`src/rtl/charram_dram_ctrl.sv`:
```
// Character-RAM DRAM controller for a 4416 (16K x 4) DRAM.
// Video and CPU share fixed 8-clock slots. Even slots favour video and odd
// slots favour the CPU. A slot that nobody claims becomes a RAS-only refresh
// cycle, or stays idle when refresh is disabled. All DRAM strobes, address,
// write data and requester responses are registered.
module charram_dram_ctrl #(
    parameter logic REFRESH_EN = 1'b1
) (
    input  logic        i_MCLK,
    input  logic        i_RST,
    input  logic        i_VID_REQ,
    input  logic [13:0] i_VID_ADDR,
    output logic [3:0]  o_VID_DATA,
    output logic        o_VID_VALID,
    input  logic        i_CPU_REQ,
    input  logic        i_CPU_WE,
    input  logic [13:0] i_CPU_ADDR,
    input  logic [3:0]  i_CPU_DIN,
    output logic [3:0]  o_CPU_DOUT,
    output logic        o_CPU_ACK,
    output logic [7:0]  o_DRAM_ADDR,
    output logic [3:0]  o_DRAM_DIN,
    input  logic [3:0]  i_DRAM_DOUT,
    output logic        o_RAS_n,
    output logic        o_CAS_n,
    output logic        o_WR_n,
    output logic        o_RD_n
);

    typedef enum logic [1:0] {
        GNT_IDLE = 2'd0,
        GNT_VID  = 2'd1,
        GNT_CPU  = 2'd2,
        GNT_REF  = 2'd3
    } grant_t;

    // slot sequencer state
    logic [2:0]  phase_r;
    logic        parity_r;
    grant_t      grant_r;
    logic [13:0] addr_lat_r;
    logic        we_lat_r;
    logic [3:0]  din_lat_r;
    logic [7:0]  refcnt_r;

    // registered DRAM side and responses
    logic [7:0]  dram_addr_r;
    logic [3:0]  dram_din_r;
    logic        ras_n_r;
    logic        cas_n_r;
    logic        wr_n_r;
    logic        rd_n_r;
    logic [3:0]  vid_data_r;
    logic [3:0]  cpu_dout_r;
    logic        vid_valid_r;
    logic        cpu_ack_r;

    // values that the sequencer will hold after the coming edge
    grant_t      arb_s;
    logic [2:0]  phase_nx_s;
    grant_t      grant_nx_s;
    logic [13:0] addr_nx_s;
    logic        we_nx_s;
    logic [3:0]  din_nx_s;
    logic        is_write_s;
    logic [7:0]  row_s;
    logic [7:0]  col_s;

    // values for the DRAM output registers in the coming phase
    logic [7:0]  dram_addr_nx_s;
    logic [3:0]  dram_din_nx_s;
    logic        ras_nx_s;
    logic        cas_nx_s;
    logic        wr_nx_s;
    logic        rd_nx_s;

    // Slot arbitration: the slot parity picks which requester has priority
    always_comb begin
        arb_s = GNT_IDLE;
        if (parity_r == 1'b0) begin
            if (i_VID_REQ) begin
                arb_s = GNT_VID;
            end else if (i_CPU_REQ) begin
                arb_s = GNT_CPU;
            end else if (REFRESH_EN) begin
                arb_s = GNT_REF;
            end else begin
                arb_s = GNT_IDLE;
            end
        end else begin
            if (i_CPU_REQ) begin
                arb_s = GNT_CPU;
            end else if (i_VID_REQ) begin
                arb_s = GNT_VID;
            end else if (REFRESH_EN) begin
                arb_s = GNT_REF;
            end else begin
                arb_s = GNT_IDLE;
            end
        end
    end

    // Next slot context: the edge ending p0 latches the winner, later edges hold it
    always_comb begin
        phase_nx_s = phase_r + 3'd1;
        grant_nx_s = grant_r;
        addr_nx_s  = addr_lat_r;
        we_nx_s    = we_lat_r;
        din_nx_s   = din_lat_r;
        if (phase_r == 3'd0) begin
            grant_nx_s = arb_s;
            case (arb_s)
                GNT_VID: begin
                    addr_nx_s = i_VID_ADDR;
                    we_nx_s   = 1'b0;
                    din_nx_s  = 4'h0;
                end
                GNT_CPU: begin
                    addr_nx_s = i_CPU_ADDR;
                    we_nx_s   = i_CPU_WE;
                    din_nx_s  = i_CPU_DIN;
                end
                default: begin
                    addr_nx_s = addr_lat_r;
                    we_nx_s   = 1'b0;
                    din_nx_s  = 4'h0;
                end
            endcase
        end else begin
            grant_nx_s = grant_r;
        end
    end

    // Per-phase strobe and address decode for the phase about to start
    always_comb begin
        row_s          = addr_nx_s[7:0];
        col_s          = {1'b0, addr_nx_s[13:8], 1'b0};
        is_write_s     = (grant_nx_s == GNT_CPU) && we_nx_s;
        dram_addr_nx_s = dram_addr_r;
        dram_din_nx_s  = 4'h0;
        ras_nx_s       = 1'b1;
        cas_nx_s       = 1'b1;
        wr_nx_s        = 1'b1;
        rd_nx_s        = 1'b1;
        case (grant_nx_s)
            GNT_VID, GNT_CPU: begin
                case (phase_nx_s)
                    3'd1: begin
                        dram_addr_nx_s = row_s;
                    end
                    3'd2, 3'd3: begin
                        dram_addr_nx_s = row_s;
                        ras_nx_s       = 1'b0;
                    end
                    3'd4: begin
                        dram_addr_nx_s = col_s;
                        ras_nx_s       = 1'b0;
                        cas_nx_s       = 1'b0;
                    end
                    3'd5, 3'd6: begin
                        dram_addr_nx_s = col_s;
                        ras_nx_s       = 1'b0;
                        cas_nx_s       = 1'b0;
                        wr_nx_s        = ~is_write_s;
                        rd_nx_s        = is_write_s;
                    end
                    3'd7: begin
                        dram_addr_nx_s = col_s;
                    end
                    default: begin
                        dram_addr_nx_s = dram_addr_r;
                    end
                endcase
                if (is_write_s && (phase_nx_s != 3'd0)) begin
                    dram_din_nx_s = din_nx_s;
                end else begin
                    dram_din_nx_s = 4'h0;
                end
            end
            GNT_REF: begin
                if (phase_nx_s != 3'd0) begin
                    dram_addr_nx_s = refcnt_r;
                end else begin
                    dram_addr_nx_s = dram_addr_r;
                end
                if ((phase_nx_s >= 3'd2) && (phase_nx_s <= 3'd6)) begin
                    ras_nx_s = 1'b0;
                end else begin
                    ras_nx_s = 1'b1;
                end
            end
            default: begin
                dram_addr_nx_s = dram_addr_r;
            end
        endcase
    end

    // Phase counter, slot parity, grant latch and refresh row counter
    always_ff @(posedge i_MCLK or posedge i_RST) begin
        if (i_RST) begin
            phase_r    <= 3'd0;
            parity_r   <= 1'b0;
            grant_r    <= GNT_IDLE;
            addr_lat_r <= 14'h0000;
            we_lat_r   <= 1'b0;
            din_lat_r  <= 4'h0;
            refcnt_r   <= 8'h00;
        end else begin
            phase_r    <= phase_nx_s;
            grant_r    <= grant_nx_s;
            addr_lat_r <= addr_nx_s;
            we_lat_r   <= we_nx_s;
            din_lat_r  <= din_nx_s;
            if (phase_r == 3'd7) begin
                parity_r <= ~parity_r;
                if (grant_r == GNT_REF) begin
                    refcnt_r <= refcnt_r + 8'd1;
                end
            end
        end
    end

    // DRAM-side output registers
    always_ff @(posedge i_MCLK or posedge i_RST) begin
        if (i_RST) begin
            dram_addr_r <= 8'h00;
            dram_din_r  <= 4'h0;
            ras_n_r     <= 1'b1;
            cas_n_r     <= 1'b1;
            wr_n_r      <= 1'b1;
            rd_n_r      <= 1'b1;
        end else begin
            dram_addr_r <= dram_addr_nx_s;
            dram_din_r  <= dram_din_nx_s;
            ras_n_r     <= ras_nx_s;
            cas_n_r     <= cas_nx_s;
            wr_n_r      <= wr_nx_s;
            rd_n_r      <= rd_nx_s;
        end
    end

    // Read-data capture at the end of p6 and one-cycle completion pulse in p7
    always_ff @(posedge i_MCLK or posedge i_RST) begin
        if (i_RST) begin
            vid_data_r  <= 4'h0;
            cpu_dout_r  <= 4'h0;
            vid_valid_r <= 1'b0;
            cpu_ack_r   <= 1'b0;
        end else begin
            vid_valid_r <= (phase_r == 3'd6) && (grant_r == GNT_VID);
            cpu_ack_r   <= (phase_r == 3'd6) && (grant_r == GNT_CPU);
            if ((phase_r == 3'd6) && (grant_r == GNT_VID)) begin
                vid_data_r <= i_DRAM_DOUT;
            end
            if ((phase_r == 3'd6) && (grant_r == GNT_CPU) && !we_lat_r) begin
                cpu_dout_r <= i_DRAM_DOUT;
            end
        end
    end

    assign o_DRAM_ADDR = dram_addr_r;
    assign o_DRAM_DIN  = dram_din_r;
    assign o_RAS_n     = ras_n_r;
    assign o_CAS_n     = cas_n_r;
    assign o_WR_n      = wr_n_r;
    assign o_RD_n      = rd_n_r;
    assign o_VID_DATA  = vid_data_r;
    assign o_VID_VALID = vid_valid_r;
    assign o_CPU_DOUT  = cpu_dout_r;
    assign o_CPU_ACK   = cpu_ack_r;

endmodule
```
`config.mk`:
```
export PLATFORM = sky130hd
export DESIGN_NAME = charram_dram_ctrl
export DESIGN_NICKNAME = d
export VERILOG_FILES = /design/src/rtl/charram_dram_ctrl.sv
export SDC_FILE = /design/constraint.sdc
export NUM_CORES = 1
export LEC_CHECK = 0
export ABC_AREA = 1
export BUFFER_PORTS_ARGS = -buffer_cell sky130_fd_sc_hd__clkbuf_2
export CAP_MARGIN = 5
export CORE_AREA = 2 2 79 81
export CTS_CLUSTER_DIAMETER = 50
export CTS_CLUSTER_SIZE = 12
export DETAILED_ROUTE_END_ITERATION = 7
export DIE_AREA = 0 0 81 83
export PLACE_DENSITY = 0.77
export SYNTH_ARGS = -nofsm -noshare
export SYNTH_HDL_FRONTEND = slang
export SYNTH_SLANG_ARGS = --single-unit
```
`constraint.sdc`:
```
create_clock -name i_MCLK -period 3.3 [get_ports i_MCLK]
set_clock_uncertainty 0.1 [all_clocks]
set_input_delay 0.66 -clock i_MCLK [delete_from_list [all_inputs] [get_ports i_MCLK]]
set_output_delay 0.66 -clock i_MCLK [all_outputs]
set_load 0.02 [all_outputs]
```
==> metrics.txt, run 1 <==
critical path class=flop to flop; actual slew at the worst max-slew pin=~0.73 ns; GRT overflow=0; CTS Buf Count=9; Final Max Slew Viols=0; Layout area overhead=18.1%; Mapped Cells=400; total global-route track usage=around a fifth; synthesis warning total=0; GR Util met1=26.3%; Post-CTS Setup Bufs=0; CP max FO=14; post-synth top area cell=dfrtp_1; cell with the most instances after synthesis=nand2_1; Die Y=slightly above 80 um; initial antenna violation count=0; Final Setup Violations=0; Commonest cells post-synth=166 x nand2_1, 70 x inv_1, 55 x dfrtp_1, 21 x nor2_1, 16 x nand3_1; number of global-route vias before repair=approximately 2500; Final Util=61.8%; clk sinks=between 50 and 60; Placed Cells=~540; VDD IR max=roughly 0.00027 V; largest net degree at the start of global routing=60; R2R Setup Slk=0.54 ns; Vias/cell=~4.6; final hold violation count=0; sequential fraction of the synthesis area=between 40% and 50%; Setup crit start=phase_r[0]$_DFF_PP0_; #FFs+latches synth=59; post-DR wirelength/cell=about 12 um; RSZ-0062 raised after global routing=no; Worst Hold Class=flop to flop; Routed Antenna Nets=0; clock slew at reported path FFs=0.06 ns; buffer depth of the longest clock path=2; initial DRC count=94; Core Box Area=approximately 0.0058 mm^2; I/O Pins=67; Register-to-Register Path Depth=14; die area=0.00672 mm^2; nets=~530; WP data arrival=2.89 ns; Final TNS setup=0 ns; PwrDens=about 480 mW/mm^2; Pre-antenna DRT Iters=4; Avg Inst Size Synth=between 7 and 8 um^2; async set or reset register ratio after synthesis=between 90% and 100%; Final Cycle Share=roughly 84%; status=finished, final reports clean; n_diodes=0; grt met3 use=2.93%; Critical Path Sink=o_DRAM_ADDR[4]$_DFFE_PP0P_; first-pass GRT wire length=~11000 um; row cnt=28; Startpoint Class=flop; syn nets=between 400 and 500; die width=around 81 um; GRT busiest layer=met2; Data required, critical path=between 3 and 4 ns; Residual DRC=0; worst skew pair latency=approximately 0.33 ns; Cell Area, Synth=around 0.003 mm^2; synth top area cells=dfrtp_1 45%, nand2_1 20%, inv_1 8.6%, ha_1 5.3%, dfstp_2 3.5%; post-CTS sizing=0; unique cell type count in the Yosys netlist=28; CTS tree=done; DRT Wirelength=6350 um; Leak=about 0.0021 uW; Clock Tree Root=clkbuf_8; routability cong.=slightly below 0.9; Max Cap Viol=0; met2 usage=about a third; top-area cell type share of the netlist area=45.2%; Finished Layout Cells=roughly 550; Hold Slack=0.369 ns; Critical R2R Capture=o_DRAM_ADDR[4]$_DFFE_PP0P_; vias=2548; Crit. End Element=flop; H-tree Lvls=3; Initial Utilization=between 50% and 60%; Post-synth EDFFs=0; Worst R2R Start=phase_r[0]$_DFF_PP0_; post-layout min period=roughly 2.8 ns; headroom to the max-slew limit=around half; share of cells above drive strength 1=21.0%; cts hold-fix bufs=0; # port buffers=66; hold path depth=2; top_reg_cell synth=dfrtp_1; post-DP HPWL=roughly 4700 um; fmax=362 MHz
-- placed cells by master, fill, tap and decap left out, drive strengths merged, types with 2 or more instances in the layout --
master | netlist | layout
nand2 | 170 | 170
clkbuf | 0 | 78
inv | 74 | 74
dfrtp | 55 | 55
nor2 | 24 | 24
nand3 | 16 | 16
o21ai | 15 | 15
ha | 13 | 13
xor2 | 6 | 6
nand4 | 4 | 4
dfstp | 4 | 4
a21oi | 3 | 3
clkinv | 0 | 3
and2 | 2 | 2
nor3 | 2 | 2
buf | 7 | 2
-- sequential cells by signal, indices dropped and copies added (netlist names) --
name and cells:
o_WR_n 1, o_RD_n 1, phase_r 3, o_CPU_DOUT 4, we_lat_r 1, din_lat_r 4
addr_lat_r 14, o_CPU_ACK 1, refcnt_r 8, o_CAS_n 1, o_DRAM_ADDR 8, grant_r 2
o_VID_DATA 4, o_DRAM_DIN 4, o_RAS_n 1, o_VID_VALID 1, parity_r 1
-- worst max-delay path, cell delays in order, from the launching register on --
cell and delay (ns):
dfrtp_1 0.42, inv_1 0.12, ha_1 0.24, nand2_2 0.15
o21ai_0 0.30, inv_1 0.13, ha_1 0.33, inv_1 0.10
nand2_1 0.07, a21oi_1 0.20, nand2_2 0.08, nand2_2 0.21
nor2_1 0.07, nand2_1 0.08, nand2_1 0.05
-- through the flow --
stage               setup WS, ns  total power, uW  cell area (um^2)
floorplan                  0.901             1080              3040
finish                     0.541             1720              3590
global route               0.284             1830              3590
detailed placement         0.532             1190              3430
global placement           0.636             1170              3430
CTS                        0.539             1740              3590
-- per-layer routing --
layer  wire length [um]  part of all wire (%)
met4                152                   2.4
met5                  0                     0
met1               2890                    45
met2               3030                    48
met3                276                   4.3
-- area by class of cell --
type,instances,area (um^2)
Fill cell,521,2220
Sequential cell,59,1480
Multi-Input combinational cell,260,1240
Timing Repair Buffer,68,345
Inverter,74,278
Clock buffer,12,145
Tap cell,75,93.8
Clock inverter,3,15.0
-- how the worst min path moves through the flow --
| stage | slack, ns | end | from |
|---|---|---|---|
| 2_1_floorplan | 0.34 | parity_r$_DFFE_PP0P_ | parity_r$_DFFE_PP0P_ |
| 3_3_place_gp | 0.36 | refcnt_r[7]$_DFFE_PP0P_ | refcnt_r[7]$_DFFE_PP0P_ |
| 3_5_place_dp | 0.36 | refcnt_r[7]$_DFFE_PP0P_ | refcnt_r[7]$_DFFE_PP0P_ |
| 4_1_cts | 0.37 | parity_r$_DFFE_PP0P_ | parity_r$_DFFE_PP0P_ |
| 5_1_grt | 0.38 | o_CPU_ACK$_DFF_PP0_ | grant_r[0]$_DFF_PP0_ |
| 6_report | 0.37 | refcnt_r[7]$_DFFE_PP0P_ | refcnt_r[7]$_DFFE_PP0P_ |
-- logic make-up after synthesis --
group,synth area share (%)
adders and majority gates,5.35
and+or+nand+nor,29.3
DFF,48.7
xor gates and xnor gates,2.01
buffers and inverters,10.7
muxes,0.370
AOI/OAI and AO/OA,3.62
-- power breakdown --
| group | internal (uW) | total [uW] | leakage [uW] | switching, uW |
|---|---|---|---|---|
| sequential | 807 | 855 | 0.000736 | 47.6 |
| combinational | 119 | 321 | 0.00133 | 201 |
| clock | 285 | 546 | 0.0000860 | 261 |
Note: power is estimated with default switching activity, not from simulation.
==> run 2, diff against run 1 <==
clock period = 2.6 ns   (was 3.3 ns; I/O delays follow)
==> metrics.txt, run 2 (synthesis gave the netlist of run 1 again) <==
status=finished, final reports clean (unchanged); most frequent cells in the layout=166 x nand2_1, 69 x inv_1, 66 x clkbuf_2 (unchanged); DP Area=0.00349 mm^2 (was 0.00343 mm^2); row cnt=28 (unchanged); post-DP HPWL=4760 um (was 4670 um); CP bufs+invs=3 (unchanged); Pre-antenna DRT Iters=4 (unchanged); crit path cell chain=inv_1 -> ha_4 -> nand2_4 -> o21ai_2 -> inv_1 -> ha_1 -> o21ai_0 -> buf_4 -> a21boi_0 -> nand3_1 -> nand2_1 (was inv_1 -> ha_1 -> nand2_2 -> o21ai_0 -> inv_1 -> ha_1 -> inv_1 -> nand2_1 -> a21oi_1 -> nand2_2 -> nand2_2 -> nor2_1 -> nand2_1 -> nand2_1); Worst Hold Class=input port to asynchronous set/reset pin (was flop to flop); VDD IR max=0.000406 V (was 0.000266 V); Leak=0.00224 uW (was 0.00215 uW); H-tree Lvls=3 (unchanged); final hold violation count=0 (unchanged); CP max FO=9 (was 14); headroom to the max-slew limit=63.7% (was 51.2%); vias=2590 (was 2548); initial DRC count=123 (was 94); Placement Setup Slack=-0.0938 ns (was 0.532 ns); # port buffers=66 (unchanged); critical path's slowest cell=dfrtp_1 (unchanged); RSZ-0062 raised after global routing=no (unchanged); DRT Wirelength=6510 um (was 6350 um); worst skew pair latency=0.33 ns (about the same); Routed Antenna Nets=0 (unchanged); delay-heaviest family, CP=compound AO/OA/AOI/OAI gates (was simple AND/OR/NAND/NOR gates); clk sinks=59 (unchanged); Setup crit start=phase_r[0]$_DFF_PP0_ (unchanged); Residual DRC=0 (unchanged); CP peak stage delay=0.43 ns (was 0.42 ns); Data required, critical path=2.77 ns (was 3.43 ns); Levels on crit path=11 (was 14); Die Y=83 um (unchanged); Layout area overhead=24.6% (was 18.1%); Register-to-Register Path Depth=11 (was 14); routability cong.=0.960 (was 0.872); clock slew at reported path FFs=0.07 ns (was 0.06 ns); actual slew at the worst max-slew pin=0.545 ns (was 0.732 ns); CP dominant cell by count=inv_1; slack of the critical path=0.109 ns (was 0.541 ns); n_diodes=0 (unchanged); Post-CTS Setup Bufs=0 (unchanged); Worst R2R Start=phase_r[0]$_DFF_PP0_ (unchanged); total global-route track usage=21.6% (was 20.9%); filler cell count=499 (was 521); share of cells above drive strength 1=23.6% (was 21.0%); nets=533 (was 526); Clock Tree Root=clkbuf_8 (unchanged); Critical Path Sink=o_DRAM_ADDR[7]$_DFFE_PP0P_ (was o_DRAM_ADDR[4]$_DFFE_PP0P_); fmax=401 MHz (was 362 MHz); Crit. End Element=flop (unchanged); Biggest register=addr_lat_r (unchanged); Largest register FFs=14 (unchanged); largest net degree at the start of global routing=60 (unchanged); buffer depth of the longest clock path=2 (unchanged); Startpoint Class=flop (unchanged); Critical R2R Capture=o_DRAM_ADDR[7]$_DFFE_PP0P_ (was o_DRAM_ADDR[4]$_DFFE_PP0P_); PwrDens=677 mW/mm^2 (was 479 mW/mm^2); Final Max Slew Viols=0 (unchanged); WP data arrival=2.67 ns (was 2.89 ns); die area=0.00672 mm^2 (unchanged); Final Cycle Share=95.8% (was 83.6%); cts hold-fix bufs=0 (unchanged); post-layout min period=2.49 ns (was 2.76 ns); number of global-route vias before repair=2569 (was 2467); final instance area=0.00379 mm^2 (was 0.00359 mm^2); Initial Utilization=52.3% (unchanged); commonest non-fill, non-tap cell in the layout=nand2_1 (unchanged); Core Box Area=0.00582 mm^2 (unchanged); Final Setup Violations=0 (unchanged); critical path class=flop to flop (unchanged); I/O Pins=67 (unchanged); first-pass GRT wire length=11200 um (was 10800 um); CTS tree=done (unchanged); Max Cap Viol=0 (unchanged); GRT overflow=0 (unchanged); die width=81 um (unchanged); post-DR wirelength/cell=11.6 um (was 11.5 um); initial antenna violation count=0 (unchanged); R2R Setup Slk=0.11 ns (was 0.54 ns); Vias/cell=4.63 (was 4.62); CTS Buf Count=9 (unchanged)
==> run 2: where the power goes <==
part	internal, uW	total [uW]	switching [uW]	leakage (uW)
registers	1020	1080	58.5	0.000736
logic	160	419	259	0.00137
clock network	713	1070	353	0.000133
total	1900	2570	670	0.00224
==> run 2: worst min path at each step <==
stage / startpoint / to / slack [ns] / depth (start not counted)
after global placement: refcnt_r[7]$_DFFE_PP0P_ / refcnt_r[7]$_DFFE_PP0P_ / 0.35 / 2
after global routing: i_RST / o_VID_DATA[1]$_DFFE_PP0P_ / 0.13 / 3
final: i_RST / o_CPU_DOUT[1]$_DFFE_PP0P_ / 0.10 / 3
after detailed placement: parity_r$_DFFE_PP0P_ / parity_r$_DFFE_PP0P_ / 0.36 / 1
after floorplan: parity_r$_DFFE_PP0P_ / parity_r$_DFFE_PP0P_ / 0.34 / 1
after CTS: i_RST / o_VID_DATA[1]$_DFFE_PP0P_ / 0.12 / 3
==> run 2: area by class of cell <==
class                           count  area, um^2  area share [%]
Inverter                           74         278            7.32
Clock buffer                       12         165            4.35
Timing Repair Buffer               74         403            10.6
Tap cell                           75        93.8            2.47
Multi-Input combinational cell    261        1280            33.7
Sequential cell                    59        1480            39.1
Clock inverter                      4        95.1            2.51
==> run 2: tightest hold or removal path, stage by stage <==
cell and delay (ns):
clkbuf_2 0.08, inv_2 0.06, buf_12 0.28
==> run 2: per-stage QoR <==
step                      util [%]  hold slack (ns)  std cells  setup TNS [ns]  power, uW
after floorplan                  -            0.342        400               0       1370
after global placement        60.0            0.355        542               0       1500
after detailed placement      60.0            0.362        542          -0.603       1510
after CTS                     64.6            0.116        558               0       2580
after global routing          65.2            0.131        559               0       2700
final                         65.2            0.101        559               0       2570
==> run 2: per-layer routing <==
| metal | vias to the layer above | routed length (um) | global-route usage (%) |
|---|---|---|---|
| li1 | 1346 | - | - |
| met1 | 1174 | 2920 | 27.5 |
| met2 | 58 | 3160 | 34.3 |
| met3 | 12 | 284 | 5.54 |
| met4 | 0 | 140 | 9.40 |
| met5 | - | 0 | 0 |
==> run 2: timing repair <==
| item | CTS | global route |
|---|---|---|
| pin swaps | 0 | 1 |
| setup endpoints to repair | 8 | 8 |
| resized for setup | 3 | 6 |
| cloned | 0 | 1 |
| hold endpoints to repair | 0 | 0 |
